File: config.mk
export PLATFORM = sky130hd
export DESIGN_NAME = uart_tx
export DESIGN_NICKNAME = d
export VERILOG_FILES = /design/src/rtl/uart_pkg.sv /design/src/rtl/uart_tx.sv
export SDC_FILE = /design/constraint.sdc
export NUM_CORES = 1
export LEC_CHECK = 0
export ABC_AREA = 1
export BUFFER_PORTS_ARGS = -buffer_cell sky130_fd_sc_hd__buf_2
export CORE_MARGIN = 4
export CORE_UTILIZATION = 50
export CTS_BUF_LIST = sky130_fd_sc_hd__clkbuf_4 sky130_fd_sc_hd__clkbuf_8
export DETAILED_ROUTE_END_ITERATION = 10
export PLACE_DENSITY = 0.71
export SLEW_MARGIN = 40
export SYNTH_ARGS = -nofsm -noshare
export SYNTH_HDL_FRONTEND = slang
export SYNTH_SLANG_ARGS = --single-unit
File: constraint.sdc
create_clock -name clk_i -period 3.8 [get_ports clk_i]
set_input_delay 0.38 -clock clk_i [delete_from_list [all_inputs] [get_ports clk_i]]
set_output_delay 0.38 -clock clk_i [all_outputs]
set_load 0.01 [all_outputs]
File: src/rtl/uart_pkg.sv
// uart_pkg: shared UART state type and default oversample rate for uart_tx and uart_rx.
package uart_pkg;
  typedef enum logic [2:0] {
    IDLE,
    START,
    DATA,
    PARITY,
    STOP
  } tx_state_e;
  localparam int OVERSAMPLE_DEFAULT = 16;
endpackage

File: src/rtl/uart_tx.sv
// uart_tx: frames parallel words into a serial line (start, LSB-first data, optional parity, stop).
module uart_tx
  import uart_pkg::*;
#(
  parameter int DataWidth      = 8,
  parameter int OverSampleRate = OVERSAMPLE_DEFAULT,
  parameter bit ParityEn       = 1'b0,
  parameter bit ParityOdd      = 1'b0,
  parameter int StopBits       = 1
) (
  input  logic                 clk_i,
  input  logic                 rst_i,
  input  logic                 tick_i,
  input  logic                 tx_valid_i,
  input  logic [DataWidth-1:0] data_i,
  output logic                 tx_ready_o,
  output logic                 tx_o,
  output logic                 tx_busy_o,
  output logic                 tx_done_o
);
  localparam int CW = $clog2(OverSampleRate);
  localparam int BW = $clog2(DataWidth);
  tx_state_e state, state_n;
  logic [CW-1:0] tick_cnt, tick_cnt_n;
  logic [BW-1:0] bit_cnt, bit_cnt_n;
  logic [DataWidth-1:0] shreg, shreg_n;
  logic par, par_n, tx_n, done_n, bit_end;
  assign tx_ready_o = state == IDLE;
  assign tx_busy_o  = ~tx_ready_o;
  assign bit_end    = tick_i && tick_cnt == CW'(OverSampleRate - 1);
  always_ff @(posedge clk_i) begin
    if (rst_i) begin
      state     <= IDLE;
      tick_cnt  <= '0;
      bit_cnt   <= '0;
      shreg     <= '0;
      par       <= 1'b0;
      tx_o      <= 1'b1;
      tx_done_o <= 1'b0;
    end else begin
      state     <= state_n;
      tick_cnt  <= tick_cnt_n;
      bit_cnt   <= bit_cnt_n;
      shreg     <= shreg_n;
      par       <= par_n;
      tx_o      <= tx_n;
      tx_done_o <= done_n;
    end
  end
  always_comb begin
    state_n    = state;
    tick_cnt_n = (state != IDLE && tick_i) ? (bit_end ? '0 : tick_cnt + 1'b1) : tick_cnt;
    bit_cnt_n  = bit_cnt;
    shreg_n    = shreg;
    par_n      = par;
    done_n     = 1'b0;
    case (state)
      IDLE: if (tx_valid_i) begin
        state_n    = START;
        shreg_n    = data_i;
        par_n      = ^data_i ^ ParityOdd;
        tick_cnt_n = '0;
        bit_cnt_n  = '0;
      end
      START: if (bit_end) state_n = DATA;
      DATA: if (bit_end) begin
        shreg_n   = shreg >> 1;
        bit_cnt_n = bit_cnt == BW'(DataWidth - 1) ? '0 : bit_cnt + 1'b1;
        state_n   = bit_cnt != BW'(DataWidth - 1) ? DATA : ParityEn ? PARITY : STOP;
      end
      PARITY: if (bit_end) state_n = STOP;
      STOP: if (bit_end) begin
        done_n    = bit_cnt == BW'(StopBits - 1);
        state_n   = done_n ? IDLE : STOP;
        bit_cnt_n = done_n ? '0 : bit_cnt + 1'b1;
      end
      default: state_n = IDLE;
    endcase
    // line level follows the state being entered so tx_o stays aligned with state
    tx_n = state_n == START ? 1'b0 : state_n == DATA ? shreg_n[0] : state_n == PARITY ? par_n : 1'b1;
  end
endmodule
==> reports/qor.log, run 1 <==
qor: sta.setup-tns-final 0 ns
qor: synthesis.asyncSetResetFlopFracSynth 0
qor: global_routing.global_route.overflow_total 0
qor: synthesis.synth_compound_gate_area_share 0.117
qor: synthesis.synth-adder-area-share 0.0407
qor: sta.worst-slew-pin-transition 0.336 ns
qor: synthesis.yosysWarningCount 0
qor: sta.hold_violations 0
qor: run_status.run_status completed
qor: floorplanning.die_extent_in_y 57.6 um
qor: synthesis.synth.yosys.seq_area_share 0.342
qor: sta.finalWorstPathRequiredPeriod 1.60 ns
qor: final_layout.filler_cell_count 215
qor: worst_setup_path.critPathBufInv 2
qor: synthesis.synth-edff-count 0
qor: floorplanning.core_area 0.00228 sq mm
qor: pwr.ratio_of_total_power_to_cell_area 312 mW/mm^2
qor: worst_setup_path.worst-endpoint-required 3.42 ns
qor: clock_network.post_cts.repair.setup_buffers 0
qor: worst_setup_path.worstPathMaxFanout 7
qor: routing.dr.pass1.iters 4
qor: worst_setup_path.timing.critical_path.max_delay_family flip-flops
qor: routing.detail_route.vias_per_cell 5.19
qor: synthesis.syn_nets 209
qor: final_layout.area_delta_synth_final 10.9%
qor: final_layout.number_of_standard_cells_in_the_layout_taps_in_and_fillers_out 239
qor: synthesis.syn_area_per_cell 6.37 sq um
qor: sta.max_freq 626 MHz
qor: global_routing.first_global_vias 1111
qor: clock_network.clkSinkCount 21
qor: final_layout.finalNetCount 228
qor: sta.finalSetupViolCount 0
qor: synthesis.yosys_most_used_dff dfxtp_1
qor: synthesis.multiplexer_fraction_of_the_synthesized_cell_area 0
qor: worst_setup_path.timing.critical_path.from_type flop
qor: placed_design.gp_congestion 0.791
qor: floorplanning.rows 17
qor: worst_setup_path.path_cells nor2_4 > nand2_4 > inv_1 > buf_2
qor: min_path.min_path_type in2reg
qor: clock_network.cts.reportedPaths.clkPinSlew 0.12 ns
qor: global_routing.grt_max_degree 15
qor: clock_network.cts_max_level 1
qor: placed_design.detailedPlacementHpwl 1.96 mm
qor: sta.fin_skew 0.00684 ns
qor: final_layout.insertedDiodeCount 0
qor: worst_setup_path.worstSetupPathType reg2out
qor: worst_setup_path.critical_path.endpoint_type primary output
qor: final_layout.utilization 0.599
qor: worst_setup_path.worstSetupPathDepth 4
qor: final_layout.post_route_cells_drive_above_1_share 0.185
qor: synthesis.synth-simple-area-share 0.400
qor: routing.post_route_drc 0
qor: synthesis.synthesis.area 0.00123 sq mm
qor: min_path.timing.hold.worst_path_depth 3
qor: synthesis.yosys.area_share.xor_xnor 0.0143
qor: global_routing.grt_util_all_layers 0.165
qor: sta.timing.slew.headroom 0.774
qor: floorplanning.initial_utilization 0.540
qor: worst_setup_path.r2r_slack 2.30 ns
qor: clock_network.cts-hold-fix-buffers 0
qor: sta.report.final.slew_viol_count 0
qor: clock_network.cts-root-to-sink-buffers 2
qor: synthesis.ys_ff_latch 21
qor: synthesis.synthDistinctLibCells 30
qor: floorplanning.number_of_ports_placed_on_the_die_boundary 16
qor: clock_network.clock-root-buffer clkbuf_4
qor: synthesis.synth_cells 193
qor: placed_design.placement.io_buffers 15
qor: clock_network.post_cts.resized_instances 0
qor: global_routing.number_of_antenna_violations_at_the_first_check_in_global_routing 0
qor: routing.num_vias 1241
qor: worst_setup_path.worst_path_max_delay_cell dfxtp_1
qor: floorplanning.fp.dieW 57.6 um
qor: clock_network.cts_tree done
qor: clock_network.cts-buffers-inserted 3
qor: floorplanning.fp.dieArea 0.00331 sq mm
qor: pwr.power.total 0.425 mW
qor: routing.totalWireLength 2.46 mm
qor: clock_network.worstSkewPairLatency 0.32 ns
qor: sta.rsz0062_at_grt no
qor: global_routing.grt_pass1_wl 4.35 mm
qor: placed_design.dpl.cell_count 235
qor: worst_setup_path.timing.reg2reg.worst_path_depth 10
qor: pwr.cellLeakagePower 0.663 nW
qor: sta.post-route-period-util 0.420
qor: job.reported_max_cap_violation_count 0
qor: worst_setup_path.critical-path-max-stage-delay 0.53 ns
qor: pwr.worst_ir_drop_vdd 0.000180 V
qor: routing.avgRoutedWirePerCell 10.3 um
qor: routing.drtIter0Drc 34
qor: routing.postRouteAntennaNets 0
qor: synthesis.main_combinational_cell_family_by_area_after_synthesis simple AND/OR/NAND/NOR gates
qor: worst_setup_path.worst-endpoint-arrival 1.22 ns
==> path summary, 6_finish.rpt <==
check	to	start
hold / removal	shreg[7]$_SDFFE_PP0P_	data_i[7]
setup / recovery	tx_ready_o	state[2]$_SDFF_PP0_
setup reg to reg	tx_o$_SDFF_PP1_	tick_cnt[0]$_SDFF_PP0_
hold reg to reg	shreg[7]$_SDFFE_PP0P_	shreg[7]$_SDFFE_PP0P_
==> state kept, by name (all words and copies together) (netlist names) <==
name       cells
bit_cnt        3
par            1
shreg          8
state          3
tick_cnt       4
tx_done_o      1
tx_o           1
==> layout by cell type (no fill, tap or decap), types with 3 or more instances in the layout <==
cell and n:
nand2_1 77, dfxtp_1 21, inv_1 18, nor2_1 15, buf_2 15, inv_2 8
a21oi_1 8, o21ai_1 6, a31oi_1 6, nand3_1 5, nor2_2 4, ha_1 4
clkbuf_4 3
==> metal layers <==
metal / share of wire / vias up / global-route usage
met2: 0.45 / 45 / 0.265
met3: 0.067 / 6 / 0.0249
met1: 0.45 / 546 / 0.202
li1: - / 644 / -
met5: 0 / - / 0
met4: 0.030 / 0 / 0.113
==> where the power goes <==
group          internal, mW  total, mW  switching, mW
Clock                0.0395      0.113         0.0733
Combinational        0.0275     0.0757         0.0482
Sequential            0.231      0.236        0.00580
==> per-stage QoR <==
stage / area (sq um) / hold WS, ns / setup slack [ns]
after floorplan: 1230 / 0.439 / 2.48
after global placement: 1340 / 0.451 / 2.42
after detailed placement: 1340 / 0.463 / 2.33
after CTS: 1360 / 0.331 / 2.19
after global routing: 1360 / 0.348 / 2.14
final: 1360 / 0.338 / 2.20
==> worst reg2reg max path, stage by stage, from the launching register on <==
cell	delay (ns)
dfxtp_1	0.37
ha_1	0.18
nand2_1	0.09
nor2_4	0.18
inv_2	0.09
nor2_1	0.13
nand2_1	0.07
nand3_1	0.12
nand2_1	0.07
inv_2	0.05
nand3_1	0.07
==> kinds of logic (layout without fill, tap and decap cells) <==
logic type      count (synthesis)  after routing
compound gates                 25             25
xor+xnor                        2              2
fa+ha+maj                       4              4
buf+inv                        28             46
flops                          21             21
simple gates                  113            113
==> cells in the mapped netlist (2+ instances only) <==
master    n  share of area
nor2_4    2          0.018
dfxtp_1  21           0.34
nor2_1   15          0.046
inv_1    18          0.055
nand2_1  77           0.24
inv_2     8          0.024
a21oi_1   8          0.033
o21ai_1   6          0.024
a31oi_1   6          0.031
ha_1      4          0.041
nor2_2    4          0.020
nand2_2   2          0.010
nand3_1   5          0.020
==> area by class of cell <==
| type | count | area, sq um | share of cell area |
|---|---|---|---|
| repair buffers | 15 | 75.1 | 0.0551 |
| clock inverters | 1 | 5.00 | 0.00367 |
| inverters | 27 | 101 | 0.0744 |
| flip-flops and latches | 21 | 420 | 0.309 |
| well taps | 28 | 35.0 | 0.0257 |
| multi-input cells | 144 | 703 | 0.516 |
| clock buffers | 3 | 22.5 | 0.0165 |
Power figures use the tool's default switching activity.
==> inputs of run 2 (changes only) <==
==> constraint.sdc (replaced) <==
create_clock -name clk_i -period 1.6 [get_ports clk_i]
set_input_delay 0.16 -clock clk_i [delete_from_list [all_inputs] [get_ports clk_i]]
set_output_delay 0.16 -clock clk_i [all_outputs]
set_load 0.01 [all_outputs]
==> run 2 against run 1 <==
Compared with the run above:
- clock power up 120%
- largest cell class unchanged
- critical path depth up 6
- critical path type is now reg2reg
- critical endpoint is now tx_o$_SDFF_PP1_
- sequential power up 140%
- register-to-register slack worse by 2.2 ns
- first-iteration DRC count down 47%
- worst setup slack worse by 2.1 ns
- sequential cell count unchanged
==> reports/qor.log, run 2 (synthesized netlist as in run 1, its figures left out) <==
qor: run_status.run_status completed
qor: clock_network.worstSkewPairLatency 0.30 ns
qor: sta.timing.slew.headroom 0.774
qor: clock_network.cts-root-to-sink-buffers 2
qor: global_routing.global_route.overflow_total 0
qor: pwr.worst_ir_drop_vdd 0.000445 V
qor: global_routing.number_of_antenna_violations_at_the_first_check_in_global_routing 0
qor: job.reported_max_cap_violation_count 0
qor: worst_setup_path.worst_path_max_delay_cell dfxtp_1
qor: final_layout.post_route_cells_drive_above_1_share 0.185
qor: sta.rsz0062_at_grt no
qor: clock_network.clkSinkCount 21
qor: worst_setup_path.most_frequent_cell_on_the_critical_path nand2_1
qor: worst_setup_path.critical_path.endpoint_type flop
qor: min_path.beginning_of_the_worst_hold_path data_i[7]
qor: final_layout.filler_cell_count 219
qor: routing.avgRoutedWirePerCell 10.4 um
qor: worst_setup_path.r2r_slack 0.12 ns
qor: routing.detail_route.vias_per_cell 5.04
qor: sta.hold_violations 0
qor: sta.finalWorstPathRequiredPeriod 1.48 ns
qor: worst_setup_path.worstPathMaxFanout 7
qor: global_routing.first_global_vias 1109
qor: pwr.netSwitchingFraction 0.290
qor: routing.drtIter0Drc 18
qor: routing.postRouteAntennaNets 0
qor: global_routing.grt_max_degree 15
qor: final_layout.biggestRegsByFlops shreg: 8 flops, tick_cnt: 4 flops
qor: floorplanning.fp.dieArea 0.00331 sq mm
qor: floorplanning.rows 17
qor: worst_setup_path.timing.critical_path.max_delay_family simple AND/OR/NAND/NOR gates
qor: final_layout.largest_register_ffs 8
qor: floorplanning.fp.dieW 57.6 um
qor: worst_setup_path.timing.critical_path.from_type flop
qor: sta.worst-slew-pin-transition 0.335 ns
qor: worst_setup_path.path_cells ha_1 > nand2_1 > nor2_4 > inv_2 > nor2_1 > nand2_1 > nand3_1 > nand2_1 > inv_2 > nand3_1
qor: final_layout.layout.cells.most_common_list nand2_1 (77), dfxtp_1 (21), inv_1 (18), nor2_1 (15), buf_2 (15)
qor: sta.post-route-period-util 0.922
qor: clock_network.cts_max_level 1
qor: clock_network.post_cts.repair.setup_buffers 0
qor: min_path.hold-path-endpoint shreg[7]$_SDFFE_PP0P_
qor: global_routing.grt_pass1_wl 4.26 mm
qor: pwr.cellLeakagePower 0.663 nW
qor: sta.setup-tns-final 0 ns
qor: worst_setup_path.worstSetupPathType reg2reg
qor: sta.report.final.slew_viol_count 0
qor: pwr.power.internal 0.706 mW
qor: worst_setup_path.timing.rr.start tick_cnt[1]$_SDFF_PP0_
qor: sta.max_freq 678 MHz
qor: pwr.ratio_of_total_power_to_cell_area 730 mW/mm^2
qor: final_layout.regMostFlops shreg
qor: global_routing.grt_util_all_layers 0.159
qor: min_path.min_path_type in2reg
qor: placed_design.detailedPlacementHpwl 2.04 mm
qor: final_layout.number_of_standard_cells_in_the_layout_taps_in_and_fillers_out 239
qor: sta.finalSetupViolCount 0
qor: clock_network.cts.reportedPaths.clkPinSlew 0.12 ns
qor: final_layout.insertedDiodeCount 0
qor: worst_setup_path.rr_endpoint tx_o$_SDFF_PP1_
qor: floorplanning.initial_utilization 0.540
qor: worst_setup_path.worst-endpoint-required 1.80 ns
qor: pwr.power.share.clock 0.255
qor: floorplanning.number_of_ports_placed_on_the_die_boundary 16
qor: pwr.combinationalPowerShare 0.181
qor: worst_setup_path.worst-endpoint-arrival 1.68 ns
qor: worst_setup_path.critical-path-max-stage-delay 0.37 ns
qor: worst_setup_path.critPathBufInv 2
qor: floorplanning.die_extent_in_y 57.6 um
qor: routing.dr.pass1.iters 4
qor: placed_design.gp_congestion 0.827
qor: pwr.switchingPower 0.289 mW
qor: routing.post_route_drc 0
qor: pwr.power.total 0.995 mW
qor: worst_setup_path.timing.reg2reg.worst_path_depth 10
qor: clock_network.cts_tree done
qor: final_layout.finalNetCount 228
qor: placed_design.dpl.cell_count 235
qor: placed_design.placement.io_buffers 15
qor: clock_network.cts-buffers-inserted 3
qor: routing.num_vias 1204
qor: clock_network.clock-root-buffer clkbuf_4
qor: final_layout.most_common_cell_after_layout_fill_and_taps_aside nand2_1
qor: routing.totalWireLength 2.49 mm
qor: final_layout.area_delta_synth_final 10.9%
qor: min_path.timing.hold.worst_path_depth 3
qor: floorplanning.core_area 0.00228 sq mm
qor: pwr.power_frac_seq 0.564
qor: sta.fin_skew 0.00283 ns
## run 2: cell counts in the layout (fill, tap and decap cells not counted)
Identical to the previous run, type by type.
## run 2: worst reg2reg max path, delay by kind of cell (launching register included)
kind,cells,cell delay (ns)
buf+inv,2,0.13
flops,1,0.37
fa+ha+maj,1,0.17
simple gates,7,0.71
## run 2: final cells by class
class	count	area, sq um	share of cell area
multi-input cells	144	703	0.516
clock buffers	3	22.5	0.0165
well taps	28	35.0	0.0257
repair buffers	15	75.1	0.0551
clock inverters	1	5.00	0.00367
inverters	27	101	0.0744
flip-flops and latches	21	420	0.309
## run 2: power by group through the flow
stage / clock, mW / combinational (mW) / sequential, mW
detailed placement: 0 / 0.182 / 0.573
global placement: 0 / 0.175 / 0.572
global route: 0.290 / 0.207 / 0.565
finish: 0.253 / 0.180 / 0.561
CTS: 0.266 / 0.182 / 0.562
floorplan: 0 / 0.126 / 0.571
## run 2: repair_timing
item                       4_1_cts  5_1_grt
setup endpoints to repair        0        1
hold buffers                     0        0
hold endpoints to repair         0        0
gates resized for setup          0        0
## run 2: worst max-delay path by stage
stage / depth (start not counted) / from / end
2_1_floorplan: 10 / tick_cnt[0]$_SDFF_PP0_ / tx_o$_SDFF_PP1_
5_1_grt: 10 / tick_cnt[0]$_SDFF_PP0_ / tx_o$_SDFF_PP1_
3_5_place_dp: 10 / tick_cnt[1]$_SDFF_PP0_ / tx_o$_SDFF_PP1_
6_report: 10 / tick_cnt[1]$_SDFF_PP0_ / tx_o$_SDFF_PP1_
3_3_place_gp: 10 / tick_cnt[0]$_SDFF_PP0_ / tx_o$_SDFF_PP1_
4_1_cts: 10 / tick_cnt[0]$_SDFF_PP0_ / tx_o$_SDFF_PP1_
## run 2: per-layer routing
metal,global-route usage,share of wire
met5,0,0
met4,0.0828,0.023
met3,0.0181,0.052
met2,0.289,0.48
met1,0.178,0.45
## run 2: through the flow
step / worst slack, ns / util / hold WS (ns) / instance area (sq um)
5_1_grt: 0.0119 / 0.599 / 0.122 / 1360
3_3_place_gp: 0.210 / 0.587 / 0.446 / 1340
6_report: 0.124 / 0.599 / 0.122 / 1360
3_5_place_dp: 0.119 / 0.587 / 0.452 / 1340
4_1_cts: 0.104 / 0.599 / 0.118 / 1360
2_1_floorplan: 0.283 / - / 0.229 / 1230
